==> src/rtl/pc_fetch_ctrl.sv <==
// pc_fetch_ctrl: OTTER program counter plus instruction-fetch req/ack sequencer.
// Build option: define PC_MISALIGN_TRAP_EN to trap misaligned PC_WRITE targets into FLT.
module pc_fetch_ctrl #(
  parameter int unsigned    n        = 32,
  parameter logic [n-1:0]   RST_ADDR = '0
) (
  input  logic          CLK,
  input  logic          RST,
  input  logic [n-1:0]  PC_DIN,
  input  logic          PC_WRITE,
  input  logic          IF_ACK,
  output logic [n-1:0]  PC_COUNT,
  output logic [n-1:0]  PC_PLUS4,
  output logic          IF_REQ,
  output logic [n-1:0]  IF_ADDR,
  output logic          INSTR_VALID,
  output logic [31:0]   RET_CNT,
  output logic          FAULT
);

  // state | meaning
  // IDLE  | just out of reset, first request issued next cycle
  // REQ   | fetch outstanding at PC_COUNT, waiting for IF_ACK
  // HOLD  | instruction valid for decode, waiting for PC_WRITE
  // FLT   | misaligned target trapped, frozen until RST
  typedef enum logic [1:0] {
    IDLE = 2'd0,
    REQ  = 2'd1,
    HOLD = 2'd2,
    FLT  = 2'd3
  } state_t;

  state_t         state;
  logic [n-1:0]   pc;
  logic [31:0]    ret_cnt;
  logic           if_req;
  logic           instr_valid;
  logic [n-1:0]   pc_din_aligned;

  // Masking keeps every PC_DIN bit in use; in the trap build an accepted load is already aligned.
  assign pc_din_aligned = PC_DIN & {{(n-2){1'b1}}, 2'b00};

`ifdef PC_MISALIGN_TRAP_EN
  logic fault;
  logic misaligned;
  assign misaligned = |PC_DIN[1:0];
  assign FAULT      = fault;
`else
  assign FAULT      = 1'b0;
`endif

  always_ff @(posedge CLK) begin
    if (RST) begin
      state       <= IDLE;
      pc          <= RST_ADDR;
      ret_cnt     <= 32'd0;
      if_req      <= 1'b0;
      instr_valid <= 1'b0;
`ifdef PC_MISALIGN_TRAP_EN
      fault       <= 1'b0;
`endif
    end else begin
      case (state)
        IDLE: begin
          state  <= REQ;
          if_req <= 1'b1;
        end
        REQ: begin
          if (IF_ACK) begin
            state       <= HOLD;
            if_req      <= 1'b0;
            instr_valid <= 1'b1;
          end
        end
        HOLD: begin
          if (PC_WRITE) begin
`ifdef PC_MISALIGN_TRAP_EN
            if (misaligned) begin
              state       <= FLT;
              fault       <= 1'b1;
              instr_valid <= 1'b0;
            end else
`endif
            begin
              state       <= REQ;
              pc          <= pc_din_aligned;
              ret_cnt     <= ret_cnt + 32'd1;
              instr_valid <= 1'b0;
              if_req      <= 1'b1;
            end
          end
        end
        default: begin
          state <= state;
        end
      endcase
    end
  end

  assign PC_COUNT    = pc;
  assign PC_PLUS4    = pc + n'(4);
  assign IF_ADDR     = pc;
  assign IF_REQ      = if_req;
  assign INSTR_VALID = instr_valid;
  assign RET_CNT     = ret_cnt;

endmodule

==> config.mk <==
export PLATFORM = sky130hd
export DESIGN_NAME = pc_fetch_ctrl
export DESIGN_NICKNAME = d
export VERILOG_FILES = /design/src/rtl/pc_fetch_ctrl.sv
export SDC_FILE = /design/constraint.sdc
export NUM_CORES = 1
export LEC_CHECK = 0
export BUFFER_PORTS_ARGS = -buffer_cell sky130_fd_sc_hd__buf_2
export CORE_UTILIZATION = 25
export DETAILED_ROUTE_END_ITERATION = 10
export GPL_TIMING_DRIVEN = 0
export PLACE_DENSITY = 0.48
export SLEW_MARGIN = 25
export SYNTH_ARGS = -nofsm -noshare
export SYNTH_HDL_FRONTEND = slang
export SYNTH_SLANG_ARGS = --single-unit
export TNS_END_PERCENT = 50
==> constraint.sdc <==
create_clock -name CLK -period 3 [get_ports CLK]
set_clock_uncertainty 0.1 [all_clocks]
set_input_delay 0.6 -clock CLK [delete_from_list [all_inputs] [get_ports CLK]]
set_output_delay 0.6 -clock CLK [all_outputs]
set_load 0.005 [all_outputs]
==> metrics.yaml, run 1 <==
rrSetupSlack_ns: 0.63
cts_buffer_depth: 2
rr_endpoint: "RET_CNT[16]"
cp_slowest_stage_delay_ns: 0.48
grt_pass1_wl_um: 16600
grt_max_degree: 11
cts_tree: "yes"
dr.first_iter.drc_count: 153
viasPerCell: 4.59
yosys_warnings: 0
crit_path_top_delay_cell: "dfxtp_1"
ant_nets: 0
synthArstFlopShare_pct: 0
seqCellArea_um2: 1300
finalSetupTns_ns: 0
outcome: "complete, no violations"
grt_pass1_vias: 3251
hold_start: "RET_CNT[31]"
yosys.area.top_type: "dfxtp_1"
post_dp_cell_area_um2: 4550
ys_ff_latch: 65
drive_gt1_share_pct: 35.3
yosys.area.top_type_share_pct: 37.0
whs_ns: 0.384
maxSlewViolCount: 0
synth_edf_count: 0
syn_area_per_cell_um2: 7.82
area_delta_synth_final_pct: 38.3
leakage_nw: 2.19
fillers: 1451
arrival_ns: 2.11
synth_area_um2: 3520
setup_violations: 0
ys_types: 38
dieArea_um2: 14600
seq_area_frac_synth_pct: 37.0
multi_input_comb_area_um2: 1880
final_hold_viol_count: 0
cp-end-kind: "primary output"
ir_worst_vdd_uv: 183
crit_type: "reg2out"
worstPathCellList: "nand4_1, nor4_4, buf_4, nand3_1, xnor2_1, buf_2"
drt_pass1_iterations: 4
fin_crit_sh_pct: 93.6
via_count: 3707
track_usage_pct: 14.5
r2r-start: "RET_CNT[0]"
holdPathStages: 2
holdPathEnd: "RET_CNT[31]"
nNetsFinal: 665
overflow: 0
core_area_um2: 13500
antennaDiodeCount: 0
final_cell_mix: "buf_2 (160), nand2_1 (85), dfxtp_1 (65)"
hpwl_um: 8190
htreeDepth: 3
drc: 0
wl_per_cell_um: 13.3
cts.sinks: 65
reg2reg_depth: 7
rows: 42
power_mw: 1.96
crit_required_ns: 2.30
max-cap-violations: 0
final_cell_area_um2: 4860
slew_headroom_pct: 58.4
numCtsBuffers: 9
holdCritPathClass: "reg2reg"
path_clk_slew_ns: 0.06
placement.io_buffers: 157
syn_inst: 450
ios: 167
final_common_cell: "buf_2"
synth-main-ff-cell: "dfxtp_1"
power_density_nw_per_um2: 402
wl_um: 10700
max_freq_mhz: 356
fp.dieH_um: 121
antenna_found_initial: 0
clk_latency_ns: 0.33
min_period_ns: 2.81
root_buffer: "clkbuf_16"
synthTopCellsByArea: "dfxtp_1 (37%), nand2_1 (9.1%), buf_4 (7.9%), a21oi_1 (7.5%), xnor2_1 (7.5%)"
initial_core_util_pct: 26.1
dieWidth_um: 121
tightest_slew_ns: 0.618
finalWeightedCongestion: 0.764
rsz0062_at_grt: "no"
critPathLaunchType: "flip-flop"
critPathMaxFanout: 9
-- per-stage QoR --
stage,instances,worst slack [ns],utilization [%]
after CTS,806,0.0194,35.9
after global routing,807,0.0159,36.0
after global placement,789,0.105,33.7
after detailed placement,789,0.0802,33.7
final,807,0.191,36.0
after floorplan,456,0.649,-
-- report_power, final --
part / internal, mW / switching (mW) / total [mW]
Clock: 0.570 / 0.359 / 0.929
Sequential: 0.877 / 0.0208 / 0.898
Combinational: 0.0661 / 0.0630 / 0.129
Total: 1.51 / 0.443 / 1.96
-- layout make-up --
class | count | share of cell area (%)
clock buffer | 11 | 4.99
timing repair buffer | 160 | 16.6
buffer | 60 | 7.56
sequential | 65 | 26.7
tap | 176 | 4.53
inverter | 7 | 0.540
clock inverter | 4 | 0.412
multi-input combinational | 324 | 38.6
-- layer usage --
| layer | track usage (%) | vias up | part of all wire (%) |
|---|---|---|---|
| met5 | 0 | - | 0 |
| met3 | 3.82 | 10 | 6.4 |
| met4 | 3.70 | 0 | 0.89 |
| li1 | - | 1884 | - |
| met2 | 25.1 | 116 | 49 |
| met1 | 17.5 | 1697 | 44 |
-- cell usage after synthesis (5+ instances only) --
cell and n:
a21oi_1 53, inv_1 7, nand3_1 20, xnor2_1 30, o31ai_1 11, buf_4 37
and4_1 5, nand2_1 85, xor2_1 6, o21ai_0 7, and3_1 5, nor2_1 19
or4_1 13, dfxtp_1 65, or3_1 9, nor4_1 6, clkbuf_1 17, nand4_1 19
-- cells by family after synthesis --
group	count (synthesis)	share of synthesized area (%)
AOI/OAI and AO/OA	75	11.9
xor gates and xnor gates	36	8.96
adders and majority gates	2	0.711
buffers and inverters	67	11.2
DFF	65	37.0
muxes	3	0.960
other	1	0.107
and+or+nand+nor	201	29.2
-- sequential cells by signal, summed over array words and instances, names as in the netlist --
| register | count |
|---|---|
| state | 2 |
| RET_CNT | 32 |
| INSTR_VALID | 1 |
| IF_ADDR | 30 |
-- how the worst max path moves through the flow --
stage,start,slack (ns),depth (start not counted),to
after global placement,IF_ADDR[4],0.11,5,PC_PLUS4[31]
after detailed placement,IF_ADDR[5],0.08,5,PC_PLUS4[28]
final,IF_ADDR[5],0.19,6,PC_PLUS4[28]
after CTS,IF_ADDR[8],0.02,5,PC_PLUS4[31]
after floorplan,IF_ADDR[2],0.65,5,PC_PLUS4[28]
after global routing,IF_ADDR[8],0.02,6,PC_PLUS4[21]
-- worst max-delay path, delay by kind of cell, from the launching register on --
| kind | cells | cell delay (ns) |
|---|---|---|
| buffers and inverters | 2 | 0.35 |
| xor gates and xnor gates | 1 | 0.18 |
| and+or+nand+nor | 3 | 0.77 |
| DFF | 1 | 0.48 |
-- repair_timing --
action / CTS / global route
setup buffers: 2 / 1
gates resized for setup: 3 / 1
setup endpoints to repair: 18 / 12
pin swaps: 2 / 1
hold buffers: 0 / 0
No activity file was read; power rests on OpenSTA's default activity.
==> run 2: changes to the inputs <==
CORE_UTILIZATION = 50   (was 25)
PLACE_DENSITY = 0.85   (was 0.48)
==> run 2 against run 1 <==
Compared with the run above:
- hold slack about the same
- largest cell class unchanged
- critical path depth decreased by 1
- global-route usage increased by 11 points
- setup slack got worse by 0.045 ns
==> metrics.yaml, run 2 (synthesis results as in run 1) <==
hpwl_um: 7250  # was 8190 um
max_freq_mhz: 350  # was 356 MHz
rows: 30  # was 42
slew_headroom_pct: 57.9  # was 58.4%
crit_path_top_delay_cell: "nor4_4"  # was dfxtp_1
initial_core_util_pct: 51.8  # was 26.1%
cts.sinks: 65  # unchanged
setup_violations: 0  # unchanged
dr.first_iter.drc_count: 141  # was 153
drc: 0  # unchanged
worstPathCellList: "nand4_1, nor4_4, nand4_1, xnor2_1, buf_2"  # was nand4_1, nor4_4, buf_4, nand3_1, xnor2_1, buf_2
hold_buffers: 0  # unchanged
p_sw_share_pct: 22.3  # was 22.6%
min_period_ns: 2.85  # was 2.81 ns
setup_ws_ns: 0.146  # was 0.191 ns
critPathMaxFanout: 9  # unchanged
track_usage_pct: 25.3  # was 14.5%
arrival_ns: 2.15  # was 2.11 ns
wl_per_cell_um: 13.0  # was 13.3 um
largest_register_ffs: 32  # unchanged
final_cell_mix: "buf_2 (160), nand2_1 (85), dfxtp_1 (65)"  # unchanged
crit_required_ns: 2.30  # about the same
antenna_found_initial: 0  # unchanged
clkPwrFrac_pct: 44.6  # was 47.5%
maxSlewViolCount: 0  # unchanged
fin_crit_sh_pct: 95.1  # was 93.6%
ant_nets: 0  # unchanged
leakage_nw: 2.15  # was 2.19 nW
finalWeightedCongestion: 0.814  # was 0.764
numCtsBuffers: 9  # unchanged
via_count: 3770  # was 3,707
root_buffer: "clkbuf_8"  # was clkbuf_16
p_int_mw: 1.43  # was 1.51 mW
dieArea_um2: 7380  # was 14,600 um^2
p_seq_share_pct: 48.5  # was 45.9%
critPathBufInv: 1  # was 2
core_area_um2: 6790  # was 13,500 um^2
holdCritPathClass: "reg2reg"  # unchanged
post_dp_cell_area_um2: 4450  # was 4550 um^2
power_density_nw_per_um2: 392  # was 402 nW/um^2
outcome: "complete, no violations"  # unchanged
whs_ns: 0.384  # about the same
drive_gt1_share_pct: 35.1  # was 35.3%
final_common_cell: "buf_2"  # unchanged
viasPerCell: 5.19  # was 4.59
grt_pass1_vias: 3315  # was 3,251
fp.dieH_um: 85.9  # was 121 um
cp-end-kind: "primary output"  # unchanged
cts_buffer_depth: 2  # unchanged
final_cell_area_um2: 4710  # was 4860 um^2
drt_pass1_iterations: 5  # was 4
final_hold_viol_count: 0  # unchanged
crit_path_frequent_cell: "nand4_1"
path_clk_slew_ns: 0.07  # was 0.06 ns
rsz0062_at_grt: "no"  # unchanged
area_delta_synth_final_pct: 33.8  # was 38.3%
clk_latency_ns: 0.34  # was 0.33 ns
crit_type: "reg2out"  # unchanged
cp_slowest_stage_delay_ns: 0.49  # was 0.48 ns
overflow: 0  # unchanged
ir_worst_vdd_uv: 289  # was 183 uV
finalSetupTns_ns: 0  # unchanged
comb_power_share_pct: 6.9  # was 6.6%
htreeDepth: 3  # unchanged
grt_pass1_wl_um: 15000  # was 16,600 um
nNetsFinal: 663  # was 665
power_switching_mw: 0.412  # was 0.443 mW
antennaDiodeCount: 0  # unchanged
crit_family: "simple AND/OR/NAND/NOR gates"  # unchanged
place_ws_ns: 0.231  # was 0.0802 ns
tightest_slew_ns: 0.625  # was 0.618 ns
dieWidth_um: 85.9  # was 121 um
placement.io_buffers: 157  # unchanged
grt_max_degree: 12  # was 11
max-cap-violations: 0  # unchanged
cts_tree: "yes"  # unchanged
critPathLaunchType: "flip-flop"  # unchanged
wl_um: 9460  # was 10,700 um
ios: 167  # unchanged
-- run 2: changes by cell type in the layout (fill, tap and decap cells not counted), sizes merged --
cell      before  now
buf          203  201
clkinvlp       0    1
clkbuf        28   29
bufinv         0    2
clkinv         4    1
-- run 2: power by group through the flow --
stage	clock (mW)	sequential, mW	combinational [mW]
floorplan	0	0.911	0.0652
global route	0.878	0.897	0.142
CTS	0.835	0.895	0.128
finish	0.823	0.896	0.127
global placement	0	0.914	0.125
detailed placement	0	0.915	0.127
-- run 2: worst paths after layout --
| check | from | endpoint | slack (ns) | depth (start not counted) |
|---|---|---|---|---|
| hold reg to reg | RET_CNT[31] | RET_CNT[31] | 0.38 | 2 |
| setup / recovery | IF_ADDR[5] | PC_PLUS4[21] | 0.15 | 5 |
| hold / removal | RET_CNT[31] | RET_CNT[31] | 0.38 | 2 |
| setup reg to reg | RET_CNT[0] | RET_CNT[16] | 0.65 | 7 |
-- run 2: metrics by stage --
step,std cells,total power [mW],utilization [%]
2_1_floorplan,456,0.977,-
3_3_place_gp,709,1.04,65.5
3_5_place_dp,709,1.04,65.5
4_1_cts,725,1.86,69.1
5_1_grt,726,1.92,69.3
6_report,726,1.85,69.3
-- run 2: routing by layer --
layer	vias up	share of wire (%)	GRT usage, %
met5	-	0	0
met4	0	1.1	8.94
met3	11	6.1	6.45
met2	140	52	47.0
met1	1746	41	27.7
li1	1873	-	-
-- run 2: worst min-delay path, stage by stage (launching register included) --
cell	delay [ns]
dfxtp_1	0.32
o31ai_1	0.06
a21oi_1	0.06
-- run 2: layout make-up --
type	count	area, um^2
Inverter	7	26.3
Buffer	60	368
Tap cell	96	120
Clock inverter	4	76.3
Sequential cell	65	1300
Clock buffer	12	145
Timing Repair Buffer	158	793
Multi-Input combinational cell	324	1880
Fill cell	591	2090
-- run 2: repair_timing --
item                                    4_1_cts  5_1_grt
setup buffers                                 0        1
gates cloned                                  0        0
endpoints found under the setup margin       15       15
pin swaps                                     0        2
gates resized for setup                       3        1
==> run 3: changes to the inputs <==
==> constraint.sdc (replaced) <==
create_clock -name CLK -period 3 [get_ports CLK]
set_clock_uncertainty 0.1 [all_clocks]
set_input_delay 0.15 -clock CLK [delete_from_list [all_inputs] [get_ports CLK]]
set_output_delay 0.15 -clock CLK [all_outputs]
set_load 0.005 [all_outputs]
==> run 3 against run 2 <==
Compared with the run above:
- cell area grew 5.7%
- critical path depth grew 1
- setup slack gained 0.12 ns
- count of clock-buffer cells in the layout is the same
- routed wire length grew 12%
- utilization grew 4.0 points
- via count grew 7.2%
- cell count grew 4.1%
- power grew 2.3%
- global-route usage grew 2.8 points
- flip-flop and latch count is the same
==> metrics.yaml, run 3 (synthesis results as in run 1) <==
crit_required_ns: 2.75  # was 2.30 ns
root_buffer: "clkbuf_8"  # unchanged
comb_power_share_pct: 8.7  # was 6.9%
p_sw_share_pct: 22.7  # was 22.3%
ios: 167  # unchanged
arrival_ns: 2.48  # was 2.15 ns
rsz0062_at_grt: "no"  # unchanged
cts.repair.resized: 0  # was 3
slew_headroom_pct: 38.8  # was 57.9%
max-cap-violations: 0  # unchanged
grt_max_degree: 12  # unchanged
clkPwrFrac_pct: 43.9  # was 44.6%
final_util_pct: 73.3  # was 69.3%
drt_pass1_iterations: 5  # unchanged
dieArea_um2: 7380  # unchanged
critPathLaunchType: "flip-flop"  # unchanged
crit_type: "reg2out"  # unchanged
finalWeightedCongestion: 0.814  # unchanged
setup_violations: 0  # unchanged
cts_buffer_depth: 2  # unchanged
ir_worst_vdd_uv: 292  # was 289 uV
seqCellArea_um2: 1300  # unchanged
power_density_nw_per_um2: 379  # was 392 nW/um^2
antennaDiodeCount: 0  # unchanged
area_delta_synth_final_pct: 41.5  # was 33.8%
hpwl_um: 7250  # unchanged
overflow: 0  # unchanged
nNetsFinal: 693  # was 663
via_count: 4040  # was 3,770
power_switching_mw: 0.428  # was 0.412 mW
path_clk_slew_ns: 0.07  # about the same
dr.first_iter.drc_count: 161  # was 141
wl_per_cell_um: 14.0  # was 13.0 um
max_freq_mhz: 366  # was 350 MHz
placement.io_buffers: 157  # unchanged
leakage_nw: 2.22  # was 2.15 nW
final_common_cell: "buf_2"  # unchanged
critPathMaxFanout: 9  # unchanged
grt_pass1_vias: 3573  # was 3,315
maxSlewViolCount: 0  # unchanged
fp.dieH_um: 85.9  # unchanged
rows: 30  # unchanged
ant_nets: 0  # unchanged
cts.sinks: 65  # unchanged
p_int_mw: 1.46  # was 1.43 mW
core_area_um2: 6790  # unchanged
grt_pass1_wl_um: 16500  # was 15,000 um
drc: 0  # unchanged
track_usage_pct: 28.1  # was 25.3%
numCtsBuffers: 9  # unchanged
viasPerCell: 5.34  # was 5.19
largest_register_ffs: 32  # unchanged
min_period_ns: 2.73  # was 2.85 ns
cts_tree: "yes"  # unchanged
tightest_slew_ns: 0.910  # was 0.625 ns
htreeDepth: 3  # unchanged
initial_core_util_pct: 51.8  # unchanged
clk_latency_ns: 0.34  # about the same
wl_um: 10600  # was 9460 um
final_hold_viol_count: 0  # unchanged
outcome: "complete, no violations"  # unchanged
final_cell_mix: "buf_2 (160), nand2_1 (85), dfxtp_1 (65)"  # unchanged
fillers: 547  # was 591
multi_input_comb_area_um2: 1850  # was 1880 um^2
p_seq_share_pct: 47.4  # was 48.5%
holdCritPathClass: "in2reg"  # was reg2reg
dieWidth_um: 85.9  # unchanged
fin_crit_sh_pct: 91.1  # was 95.1%
finalSetupTns_ns: 0  # unchanged
antenna_found_initial: 0  # unchanged
cp-end-kind: "primary output"  # unchanged
drive_gt1_share_pct: 33.2  # was 35.1%
run 3: changes by cell type in the layout (fill, tap and decap cells not counted), sizes merged:
| cell | delta |
|---|---|
| buf | -1 |
| dlygate4sd3 | +31 |
run 3: per-layer routing:
metal / vias to the layer above / share of wire, % / global-route usage (%)
met5: - / 0 / 0
met3: 22 / 6.0 / 7.03
met4: 0 / 2.0 / 11.4
met1: 1892 / 39 / 29.9
li1: 1936 / - / -
met2: 190 / 53 / 52.5
run 3: critical path: stages (launching register included):
cell,delay [ns]
dfxtp_1,0.44
ha_1,0.26
inv_1,0.09
nor4_2,0.81
nand3_1,0.18
xnor2_1,0.21
buf_2,0.14
run 3: what timing repair did:
| action | 4_1_cts | 5_1_grt |
|---|---|---|
| endpoints found under the setup margin | 0 | 0 |
| setup buffers | 0 | 0 |
| hold buffers | 31 | 0 |
| endpoints found under the hold margin | 31 | 0 |
run 3: cell type report:
class,instances,share of cell area (%)
clock inverter,4,1.53
buffer,60,7.39
inverter,7,0.528
tap,96,2.41
multi-input combinational,324,37.1
timing repair buffer,188,22.0
clock buffer,12,2.92
sequential,65,26.1
run 3: power groups by stage:
stage / Clock, mW / Combinational, mW / Sequential (mW)
5_1_grt: 0.881 / 0.179 / 0.898
2_1_floorplan: 0 / 0.0652 / 0.911
6_report: 0.829 / 0.164 / 0.896
4_1_cts: 0.835 / 0.160 / 0.895
3_5_place_dp: 0 / 0.127 / 0.915
3_3_place_gp: 0 / 0.125 / 0.914
run 3: final timing paths:
path	startpoint	to	slack, ns	cells after the start
min	PC_WRITE	state[0]	0.05	3
min reg2reg	RET_CNT[31]	RET_CNT[31]	0.38	2
max reg2reg	RET_CNT[0]	RET_CNT[16]	0.66	7
max	IF_ADDR[2]	PC_PLUS4[28]	0.27	6
run 3: stage by stage:
stage / instances / area, um^2 / setup slack [ns] / hold slack (ns) / power, mW
floorplan: 456 / 3540 / 0.990 / 0.186 / 0.977
global placement: 709 / 4450 / 0.722 / 0.294 / 1.04
detailed placement: 709 / 4450 / 0.663 / 0.298 / 1.04
CTS: 756 / 4980 / 0.294 / 0.0355 / 1.89
global route: 756 / 4980 / 0.0933 / 0.0387 / 1.96
finish: 756 / 4980 / 0.266 / 0.0472 / 1.89
